--- src/rtl/multi_cycle_control_unit_if.sv ---
// Control bus between the multi-cycle sequencer and the datapath it steers.
// The sequencer is the master; the datapath supplies opcode/zero and consumes the strobes.
interface multi_cycle_control_unit_if;
    logic [5:0] opcode;
    logic       zero;
    logic       IRWre;
    logic       PCWre;
    logic [1:0] PCSrc;
    logic       RegWre;
    logic       DataMemRW;
    logic [2:0] ALUOp;
    logic       ALUSrcB;
    logic       ExtSel;
    logic       RegOut;
    logic       ALUM2Reg;

    modport master (
        input  opcode, zero,
        output IRWre, PCWre, PCSrc, RegWre, DataMemRW,
        output ALUOp, ALUSrcB, ExtSel, RegOut, ALUM2Reg
    );

    modport slave (
        output opcode, zero,
        input  IRWre, PCWre, PCSrc, RegWre, DataMemRW,
        input  ALUOp, ALUSrcB, ExtSel, RegOut, ALUM2Reg
    );
endinterface

--- src/rtl/multi_cycle_control_unit.sv ---
// Multi-cycle sequencer: walks each instruction through IF/ID/EXE/MEM/WB, fires write
// strobes only in the committing state, and counts retired instructions.
module multi_cycle_control_unit #(
    parameter int CNT_W = 16
) (
    input  logic                        clk,
    input  logic                        reset,
    multi_cycle_control_unit_if.master  ctrl,
    output logic [3:0]                  state,
    output logic                        halted,
    output logic [CNT_W-1:0]            instr_count
);

    typedef enum logic [3:0] {
        S_IF     = 4'b0000,
        S_ID     = 4'b0001,
        S_EXE_AL = 4'b0010,
        S_WB_AL  = 4'b0011,
        S_EXE_BR = 4'b0100,
        S_EXE_LS = 4'b0101,
        S_MEM    = 4'b0110,
        S_WB_LD  = 4'b0111,
        S_HALT   = 4'b1000
    } stateT;

    localparam logic [5:0] OP_ADD  = 6'b000000;
    localparam logic [5:0] OP_SUB  = 6'b000001;
    localparam logic [5:0] OP_AND  = 6'b010001;
    localparam logic [5:0] OP_OR   = 6'b010010;
    localparam logic [5:0] OP_ADDI = 6'b000010;
    localparam logic [5:0] OP_ORI  = 6'b010000;
    localparam logic [5:0] OP_SW   = 6'b100110;
    localparam logic [5:0] OP_LW   = 6'b100111;
    localparam logic [5:0] OP_BEQ  = 6'b110000;
    localparam logic [5:0] OP_J    = 6'b111000;
    localparam logic [5:0] OP_HALT = 6'b111111;

    stateT      curState, nextState;
    logic       isRType, isAluImm, isLoad, isStore, isBranch, isJump, isHalt;
    logic       irWre, pcWre, regWre, memWr;
    logic [1:0] pcSrc;
    logic [2:0] aluOp;
    logic       aluSrcB, extSel, regOut, aluM2Reg;

    assign isRType  = (ctrl.opcode == OP_ADD) || (ctrl.opcode == OP_SUB) ||
                      (ctrl.opcode == OP_AND) || (ctrl.opcode == OP_OR);
    assign isAluImm = (ctrl.opcode == OP_ADDI) || (ctrl.opcode == OP_ORI);
    assign isLoad   = (ctrl.opcode == OP_LW);
    assign isStore  = (ctrl.opcode == OP_SW);
    assign isBranch = (ctrl.opcode == OP_BEQ);
    assign isJump   = (ctrl.opcode == OP_J);
    assign isHalt   = (ctrl.opcode == OP_HALT);

    // NOTE: non-blocking assignments in clocked blocks so every register samples pre-edge values.
    always_ff @(posedge clk or negedge reset) begin
        if (!reset) curState <= S_IF;
        else        curState <= nextState;
    end

    // NOTE: every output is defaulted before the case so no path can infer a latch.
    always_comb begin
        nextState = curState;
        irWre     = 1'b0;
        pcWre     = 1'b0;
        pcSrc     = 2'b00;
        regWre    = 1'b0;
        memWr     = 1'b0;
        case (curState)
            S_IF: begin
                irWre     = 1'b1;
                nextState = S_ID;
            end
            S_ID: begin
                if (isRType || isAluImm)     nextState = S_EXE_AL;
                else if (isLoad || isStore)  nextState = S_EXE_LS;
                else if (isBranch)           nextState = S_EXE_BR;
                else if (isHalt)             nextState = S_HALT;
                else begin
                    // j and unknown opcodes (NOP) retire here.
                    pcWre     = 1'b1;
                    pcSrc     = isJump ? 2'b10 : 2'b00;
                    nextState = S_IF;
                end
            end
            S_EXE_AL: nextState = S_WB_AL;
            S_WB_AL: begin
                pcWre     = 1'b1;
                regWre    = 1'b1;
                nextState = S_IF;
            end
            S_EXE_BR: begin
                pcWre     = 1'b1;
                pcSrc     = {1'b0, ctrl.zero};
                nextState = S_IF;
            end
            S_EXE_LS: nextState = S_MEM;
            S_MEM: begin
                if (isStore) begin
                    pcWre     = 1'b1;
                    memWr     = 1'b1;
                    nextState = S_IF;
                end else begin
                    nextState = S_WB_LD;
                end
            end
            S_WB_LD: begin
                pcWre     = 1'b1;
                regWre    = 1'b1;
                nextState = S_IF;
            end
            S_HALT:  nextState = S_HALT;
            default: nextState = S_IF;
        endcase
    end

    // Steering is decoded from the IR opcode, but forced quiet while fetching or halted.
    always_comb begin
        aluOp    = 3'b000;
        aluSrcB  = 1'b0;
        extSel   = 1'b0;
        regOut   = 1'b0;
        aluM2Reg = 1'b0;
        if (curState != S_IF && curState != S_HALT) begin
            case (ctrl.opcode)
                OP_ADD:  begin aluOp = 3'b000; regOut = 1'b1; end
                OP_SUB:  begin aluOp = 3'b001; regOut = 1'b1; end
                OP_AND:  begin aluOp = 3'b011; regOut = 1'b1; end
                OP_OR:   begin aluOp = 3'b010; regOut = 1'b1; end
                OP_ADDI: begin aluOp = 3'b000; extSel = 1'b1; aluSrcB = 1'b1; end
                OP_ORI:  begin aluOp = 3'b010; extSel = 1'b0; aluSrcB = 1'b1; end
                OP_SW:   begin aluOp = 3'b000; extSel = 1'b1; aluSrcB = 1'b1; end
                OP_LW:   begin aluOp = 3'b000; extSel = 1'b1; aluSrcB = 1'b1; aluM2Reg = 1'b1; end
                OP_BEQ:  begin aluOp = 3'b001; extSel = 1'b1; end
                default: ;
            endcase
        end
    end

    always_ff @(posedge clk or negedge reset) begin
        if (!reset)     instr_count <= '0;
        else if (pcWre) instr_count <= instr_count + CNT_W'(1);
    end

    assign ctrl.IRWre     = irWre;
    assign ctrl.PCWre     = pcWre;
    assign ctrl.PCSrc     = pcSrc;
    assign ctrl.RegWre    = regWre;
    assign ctrl.DataMemRW = memWr;
    assign ctrl.ALUOp     = aluOp;
    assign ctrl.ALUSrcB   = aluSrcB;
    assign ctrl.ExtSel    = extSel;
    assign ctrl.RegOut    = regOut;
    assign ctrl.ALUM2Reg  = aluM2Reg;
    assign state          = curState;
    assign halted         = (curState == S_HALT);

endmodule

--- src/flat_wrapper.sv ---
// flat-port wrapper written by rule: the top's interface ports become plain ports
module multi_cycle_control_unit_flat 
#(
    parameter int CNT_W = 16
)
  (clk, reset, state, halted, instr_count, ctrl_opcode, ctrl_zero, ctrl_IRWre, ctrl_PCWre, ctrl_PCSrc, ctrl_RegWre, ctrl_DataMemRW, ctrl_ALUOp, ctrl_ALUSrcB, ctrl_ExtSel, ctrl_RegOut, ctrl_ALUM2Reg);
  multi_cycle_control_unit_if ctrl_i ();
  input  logic clk;
  input  logic reset;
  output logic [3:0] state;
  output logic halted;
  output logic [CNT_W-1:0] instr_count;
  input wire logic [$bits(ctrl_i.opcode)-1:0] ctrl_opcode;
  input wire logic [$bits(ctrl_i.zero)-1:0] ctrl_zero;
  output wire logic [$bits(ctrl_i.IRWre)-1:0] ctrl_IRWre;
  output wire logic [$bits(ctrl_i.PCWre)-1:0] ctrl_PCWre;
  output wire logic [$bits(ctrl_i.PCSrc)-1:0] ctrl_PCSrc;
  output wire logic [$bits(ctrl_i.RegWre)-1:0] ctrl_RegWre;
  output wire logic [$bits(ctrl_i.DataMemRW)-1:0] ctrl_DataMemRW;
  output wire logic [$bits(ctrl_i.ALUOp)-1:0] ctrl_ALUOp;
  output wire logic [$bits(ctrl_i.ALUSrcB)-1:0] ctrl_ALUSrcB;
  output wire logic [$bits(ctrl_i.ExtSel)-1:0] ctrl_ExtSel;
  output wire logic [$bits(ctrl_i.RegOut)-1:0] ctrl_RegOut;
  output wire logic [$bits(ctrl_i.ALUM2Reg)-1:0] ctrl_ALUM2Reg;
  assign ctrl_i.opcode = ctrl_opcode;
  assign ctrl_i.zero = ctrl_zero;
  assign ctrl_IRWre = ctrl_i.IRWre;
  assign ctrl_PCWre = ctrl_i.PCWre;
  assign ctrl_PCSrc = ctrl_i.PCSrc;
  assign ctrl_RegWre = ctrl_i.RegWre;
  assign ctrl_DataMemRW = ctrl_i.DataMemRW;
  assign ctrl_ALUOp = ctrl_i.ALUOp;
  assign ctrl_ALUSrcB = ctrl_i.ALUSrcB;
  assign ctrl_ExtSel = ctrl_i.ExtSel;
  assign ctrl_RegOut = ctrl_i.RegOut;
  assign ctrl_ALUM2Reg = ctrl_i.ALUM2Reg;
  multi_cycle_control_unit #(.CNT_W(CNT_W)) u_core (.clk(clk), .reset(reset), .ctrl(ctrl_i), .state(state), .halted(halted), .instr_count(instr_count));
endmodule
--- config.mk ---
export PLATFORM = sky130hd
export DESIGN_NAME = multi_cycle_control_unit_flat
export DESIGN_NICKNAME = d
export VERILOG_FILES = /design/src/rtl/multi_cycle_control_unit_if.sv /design/src/rtl/multi_cycle_control_unit.sv /design/src/flat_wrapper.sv
export SDC_FILE = /design/constraint.sdc
export NUM_CORES = 1
export LEC_CHECK = 0
export CORE_ASPECT_RATIO = 2
export CORE_MARGIN = 10
export CORE_UTILIZATION = 32
export CTS_BUF_LIST = sky130_fd_sc_hd__clkbuf_8 sky130_fd_sc_hd__clkbuf_16
export DETAILED_ROUTE_END_ITERATION = 7
export REMOVE_ABC_BUFFERS = 1
export SETUP_SLACK_MARGIN = 0.1
export SYNTH_ARGS = -nofsm -noshare
export SYNTH_HDL_FRONTEND = slang
export SYNTH_SLANG_ARGS = --single-unit
export TNS_END_PERCENT = 5
--- constraint.sdc ---
create_clock -name clk -period 4.8 [get_ports clk]
set_input_delay 0.96 -clock clk [delete_from_list [all_inputs] [get_ports clk]]
set_output_delay 0.96 -clock clk [all_outputs]
set_load 0.02 [all_outputs]
==> impl_metrics.env, run 1 <==
export IMPL_fin_ws_ps=644
export IMPL_layout_min_cycle_time_ps=4160
export IMPL_track_usage_pct=10.4
export IMPL_wl_mm=3.81
export IMPL_drt_drc_violations_left=0
export IMPL_nets=187
export IMPL_ctsHoldBuffers=0
export IMPL_first_pass_iters=4
export IMPL_power_density_nw_per_um2=458
export IMPL_peakVddDrop_mv=0.364
export IMPL_die_area_sq_um=7320
export IMPL_max_freq_mhz=241
export IMPL_portBuffers=41
export IMPL_grt_pass1_wl_mm=6.36
export IMPL_cts_setup_buffers=0
export IMPL_drt_wirelength_per_cell_um=16.7
export IMPL_postPlaceCellArea_sq_um=1760
export IMPL_outcome="complete, no violations"
export IMPL_gp_congestion=0.836
export IMPL_ys_types=44
export IMPL_seqCellArea_sq_um=500
export IMPL_clkTransAtPathRegs_ps=70
export IMPL_cts_resized_gates=0
export IMPL_ys_warn_count=0
export IMPL_num_vias=1182
export IMPL_fin_util_pct=44.4
export IMPL_cap_violations=0
export IMPL_diodes=0
export IMPL_synthesis_area_sq_um=1340
export IMPL_start_util_pct=32.7
export IMPL_core_sq_um=4090
export IMPL_tns_ps=0
export IMPL_cts_htree_levels=1
export IMPL_synth_top_cell_area_share_pct=37.5
export IMPL_worst_slew_pin_transition_ps=857
export IMPL_dieWidth_um=65.7
export IMPL_cp_start_kind="input port"
export IMPL_grt_max_degree=21
export IMPL_finalCritPeriodShare_pct=86.6
export IMPL_finalHoldViolCount=0
export IMPL_max_slew_margin_pct=42.7
export IMPL_leakagePower_nw=0.737
export IMPL_synth_area_leaders="dfrtp_1 (37%), xor2_1 (8.5%), nor2_1 (3.9%)"
export IMPL_arrival_ps=3200
export IMPL_ant_nets=0
export IMPL_skew_ps=1.58
export IMPL_rsz0062_at_grt="false"
export IMPL_syn_avg_cell_area_sq_um=9.61
export IMPL_criticalPathCategory="in2out"
export IMPL_ys_ff_latch=20
export IMPL_cts_inserted_buffers=3
export IMPL_final_cells=228
export IMPL_fillers=409
export IMPL_globalRouteOverflowTotal=0
export IMPL_post_place_ws_ps=623
export IMPL_vias_per_cell=5.18
export IMPL_endpoint_kind="output port"
export IMPL_multi_input_area_sq_um=764
export IMPL_dp_hpwl_mm=3.05
export IMPL_rows=33
export IMPL_clockBufferDepth=2
export IMPL_drt_iter0_drc=73
export IMPL_clk_latency_ps=250
export IMPL_area_delta_synth_final_pct=35.8
export IMPL_cts_root_buf="clkbuf_8"
export IMPL_power_uw=831
export IMPL_cts_sinks=20
export IMPL_cts_tree="yes"
export IMPL_hold_ws_ps=483
export IMPL_drive_gt1_share_pct=10.2
export IMPL_antenna_found_initial=0
export IMPL_critPathRequiredTime_ps=3840
export IMPL_worstPathMaxFanout=11
export IMPL_place_inst=224
export IMPL_synthCells=139
export IMPL_hold_class="reg2reg"
export IMPL_pin_count=43
export IMPL_setup_viol=0
export IMPL_synth_top_area_cell="dfrtp_1"
export IMPL_grt_pass1_vias=1313
export IMPL_drv_slew=0
export IMPL_die_y_um=111
export IMPL_stdcell_area_sq_um=1810
export IMPL_ys_seq_area_share_pct=37.5
[per-layer routing]
| metal | wire (um) | vias up | GRT usage, % |
|---|---|---|---|
| met2 | 2010 | 47 | 18.1 |
| met5 | 0 | - | 0 |
| li1 | - | 561 | - |
| met1 | 1420 | 570 | 10.7 |
| met4 | 36 | 0 | 4.02 |
| met3 | 349 | 4 | 4.02 |
[Yosys cell counts]
library cell	number
buf_4	4
a2111oi_2	1
nand4b_4	1
ha_1	1
and2_1	1
nor4_1	8
or2b_1	1
dfrtp_1	20
nand3_1	6
nand2b_1	2
inv_1	3
nor3b_1	2
mux2_1	1
buf_6	1
nand4_1	2
xor2_1	13
nor4b_1	1
nor4b_2	2
xnor2_1	4
and3b_1	1
or3_1	1
nor2b_1	3
nor3_2	3
a21oi_1	5
and3_1	2
or2_2	1
or4_1	1
o2111ai_2	1
o211ai_1	1
o21ai_0	1
or2_1	1
nand2_1	12
nor2_1	14
or3b_4	1
mux2_2	1
and4_1	1
o22ai_1	1
a32oi_4	1
buf_2	3
o221ai_4	1
clkbuf_1	1
conb_1	1
o32ai_1	1
nor3_1	6
[cells by family (layout without fill, tap and decap cells)]
| logic type | count (synthesis) | after routing | share of synthesized area, % |
|---|---|---|---|
| AO/OA/AOI/OAI | 13 | 13 | 10.2 |
| buffers and inverters | 12 | 49 | 5.34 |
| flip-flops | 20 | 20 | 37.5 |
| adder cells (fa/ha/maj) | 1 | 1 | 0.936 |
| other | 1 | 1 | 0.281 |
| multiplexers | 2 | 2 | 1.69 |
| XOR/XNOR | 17 | 17 | 11.1 |
| AND/OR/NAND/NOR | 73 | 73 | 33.0 |
[worst paths after layout]
path,from,to,slack [ps],cells after the start
max in group asynchronous,reset,u_core.instr_count[8],3080,1
worst max register to register,u_core.state[1],u_core.instr_count[15],2580,6
worst min register to register,u_core.instr_count[15],u_core.instr_count[15],480,1
min in group asynchronous,reset,u_core.instr_count[5],1190,1
worst min-delay path,u_core.instr_count[15],u_core.instr_count[15],480,1
worst max-delay path,ctrl_opcode[1],ctrl_PCWre,640,6
[final cells by class]
type,count,share of cell area [%]
multi-input combinational,107,42.1
inverter,3,0.621
sequential,20,27.6
tap,52,3.59
timing repair buffer,42,23.0
clock buffer,4,3.03
[layout by cell type, fill, tap and decap left out, types with 3 or more instances in the layout]
cell type        instances
nor2_1                  14
nand2_1                 12
xnor2_1                  4
nand3_1                  6
nor3_1                   6
inv_1                    3
dfrtp_1                 20
nor4_1                   8
nor2b_1                  3
nor3_2                   3
clkbuf_8                 4
xor2_1                  13
a21oi_1                  5
clkdlybuf4s50_1         41
[sequential cells by signal (all words and copies together) (netlist names)]
signal and count:
u_core.state 4, u_core.instr_count 16
[critical path, stage by stage]
cell and delay (ps):
clkdlybuf4s50_1 690, a2111oi_2 560, nor2b_1 140, a32oi_4 250, inv_1 60, clkdlybuf4s50_1 540
[report_power, final]
| group | total (mW) | switching (mW) | internal, mW |
|---|---|---|---|
| combinational | 0.437 | 0.238 | 0.200 |
| sequential | 0.269 | 0.0621 | 0.207 |
| clock | 0.125 | 0.0517 | 0.0729 |
| total | 0.831 | 0.351 | 0.479 |
No activity file was read; power rests on OpenSTA's default activity.
==> run 2, diff against run 1 <==
Settings changed: CAP_MARGIN set to 20, GPL_ROUTABILITY_DRIVEN set to 0, PLACE_DENSITY_LB_ADDON set to 0.3.
==> run 2 against run 1 <==
Against the previous run: cell count unchanged; clock-buffer cell count unchanged; sequential cell count stayed put; critical path depth unchanged; hold slack got worse by 12 ps; wire length down 6.0%; total power increased by 0.13%; clock skew is essentially flat; maximum frequency shrank 0.24%.
==> impl_metrics.env, run 2 (same netlist as run 1, synthesis figures left out) <==
export IMPL_final_cells=228
export IMPL_fin_util_pct=44.4
export IMPL_drive_gt1_share_pct=10.2
export IMPL_clockBufferDepth=2
export IMPL_final_common_cell="clkdlybuf4s50_1"
export IMPL_drt_wirelength_per_cell_um=15.7
export IMPL_rows=33
export IMPL_final_cell_mix="clkdlybuf4s50_1 (41), dfrtp_1 (20), nor2_1 (14)"
export IMPL_grt_util_met3_pct=5.02
export IMPL_wl_mm=3.58
export IMPL_critPathRequiredTime_ps=3840
export IMPL_grt_pass1_vias=1202
export IMPL_clkTransAtPathRegs_ps=70
export IMPL_endpoint_kind="output port"
export IMPL_drv_slew=0
export IMPL_tns_ps=0
export IMPL_peakVddDrop_mv=0.396
export IMPL_nets=187
export IMPL_dp_hpwl_mm=2.84
export IMPL_arrival_ps=3210
export IMPL_die_area_sq_um=7320
export IMPL_max_slew_margin_pct=41.4
export IMPL_finalCritPeriodShare_pct=86.8
export IMPL_cts_root_buf="clkbuf_8"
export IMPL_post_place_ws_ps=647
export IMPL_first_pass_iters=4
export IMPL_pin_count=43
export IMPL_cts_htree_levels=1
export IMPL_cts_inserted_buffers=3
export IMPL_hold_ws_ps=471
export IMPL_globalRouteOverflowTotal=0
export IMPL_max_freq_mhz=240
export IMPL_start_util_pct=32.7
export IMPL_met1_usage_pct=9.76
export IMPL_cp_start_kind="input port"
export IMPL_multi_input_area_sq_um=764
export IMPL_worst_slew_pin_transition_ps=877
export IMPL_grt_pass1_wl_mm=5.87
export IMPL_num_vias=1168
export IMPL_setup_viol=0
export IMPL_place_inst=224
export IMPL_drt_iter0_drc=48
export IMPL_portBuffers=41
export IMPL_worstPathMaxFanout=11
export IMPL_largest_register_ffs=16
export IMPL_die_y_um=111
export IMPL_clk_latency_ps=260
export IMPL_fillers=392
export IMPL_postPlaceCellArea_sq_um=1760
export IMPL_crit_chain="clkdlybuf4s50_1 -> a2111oi_2 -> nor2b_1 -> a32oi_4 -> inv_1 -> clkdlybuf4s50_1"
export IMPL_crit_top_cell="clkdlybuf4s50_1"
export IMPL_layout_min_cycle_time_ps=4170
export IMPL_criticalPathCategory="in2out"
export IMPL_leakagePower_nw=0.737
export IMPL_dieWidth_um=65.7
export IMPL_stdcell_area_sq_um=1810
export IMPL_track_usage_pct=9.86
export IMPL_power_uw=832
export IMPL_grt_max_degree=21
export IMPL_hold_class="reg2reg"
export IMPL_ant_nets=0
export IMPL_antenna_found_initial=0
export IMPL_cts_resized_gates=0
export IMPL_cts_setup_buffers=0
export IMPL_power_density_nw_per_um2=459
export IMPL_diodes=0
export IMPL_fin_ws_ps=634
export IMPL_seqCellArea_sq_um=500
export IMPL_vias_per_cell=5.12
export IMPL_rsz0062_at_grt="false"
export IMPL_cts_tree="yes"
export IMPL_finalHoldViolCount=0
export IMPL_core_sq_um=4090
export IMPL_grt_busiest_layer="met2"
export IMPL_slowest_stage="clkdlybuf4s50_1"
export IMPL_use_met2_pct=16.7
export IMPL_ctsHoldBuffers=0
export IMPL_area_delta_synth_final_pct=35.8
export IMPL_largest_register="u_core.instr_count"
export IMPL_skew_ps=1.09
export IMPL_drt_drc_violations_left=0
export IMPL_outcome="complete, no violations"
export IMPL_critical_path_max_stage_delay_ps=670
export IMPL_cap_violations=0
export IMPL_cts_sinks=20
[run 2: cell counts in the layout (fill, tap and decap cells not counted)]
No cell type changed its count.
[run 2: power by group]
part	internal (mW)	total (mW)	switching, mW
logic	0.199	0.432	0.232
clock network	0.0731	0.128	0.0549
registers	0.207	0.272	0.0655
[run 2: cell type report]
type                            count  area share (%)
Multi-Input combinational cell    107            42.1
Sequential cell                    20            27.6
Timing Repair Buffer               42            23.0
Tap cell                           52            3.59
Clock buffer                        4            3.03
Inverter                            3           0.621
[run 2: critical path: cells and delay by family]
family / cells / cell delay [ps]
buffers and inverters: 3 / 1280
AND/OR/NAND/NOR: 1 / 130
AO/OA/AOI/OAI: 2 / 820
[run 2: per-layer routing]
layer  vias to the layer above  wire length, um
met4                         0               57
li1                        560                -
met5                         -                0
met3                         5              434
met2                        42             1760
met1                       561             1330
[run 2: worst paths after layout]
path	from	slack, ps	to	depth (start not counted)
max in group asynchronous	reset	3070	u_core.instr_count[12]	1
min in group asynchronous	reset	1190	u_core.instr_count[4]	1
setup / recovery	ctrl_opcode[1]	630	ctrl_PCWre	6
hold / removal	u_core.instr_count[15]	470	u_core.instr_count[15]	1
hold reg to reg	u_core.instr_count[15]	470	u_core.instr_count[15]	1
setup reg to reg	u_core.state[1]	2600	u_core.instr_count[15]	6
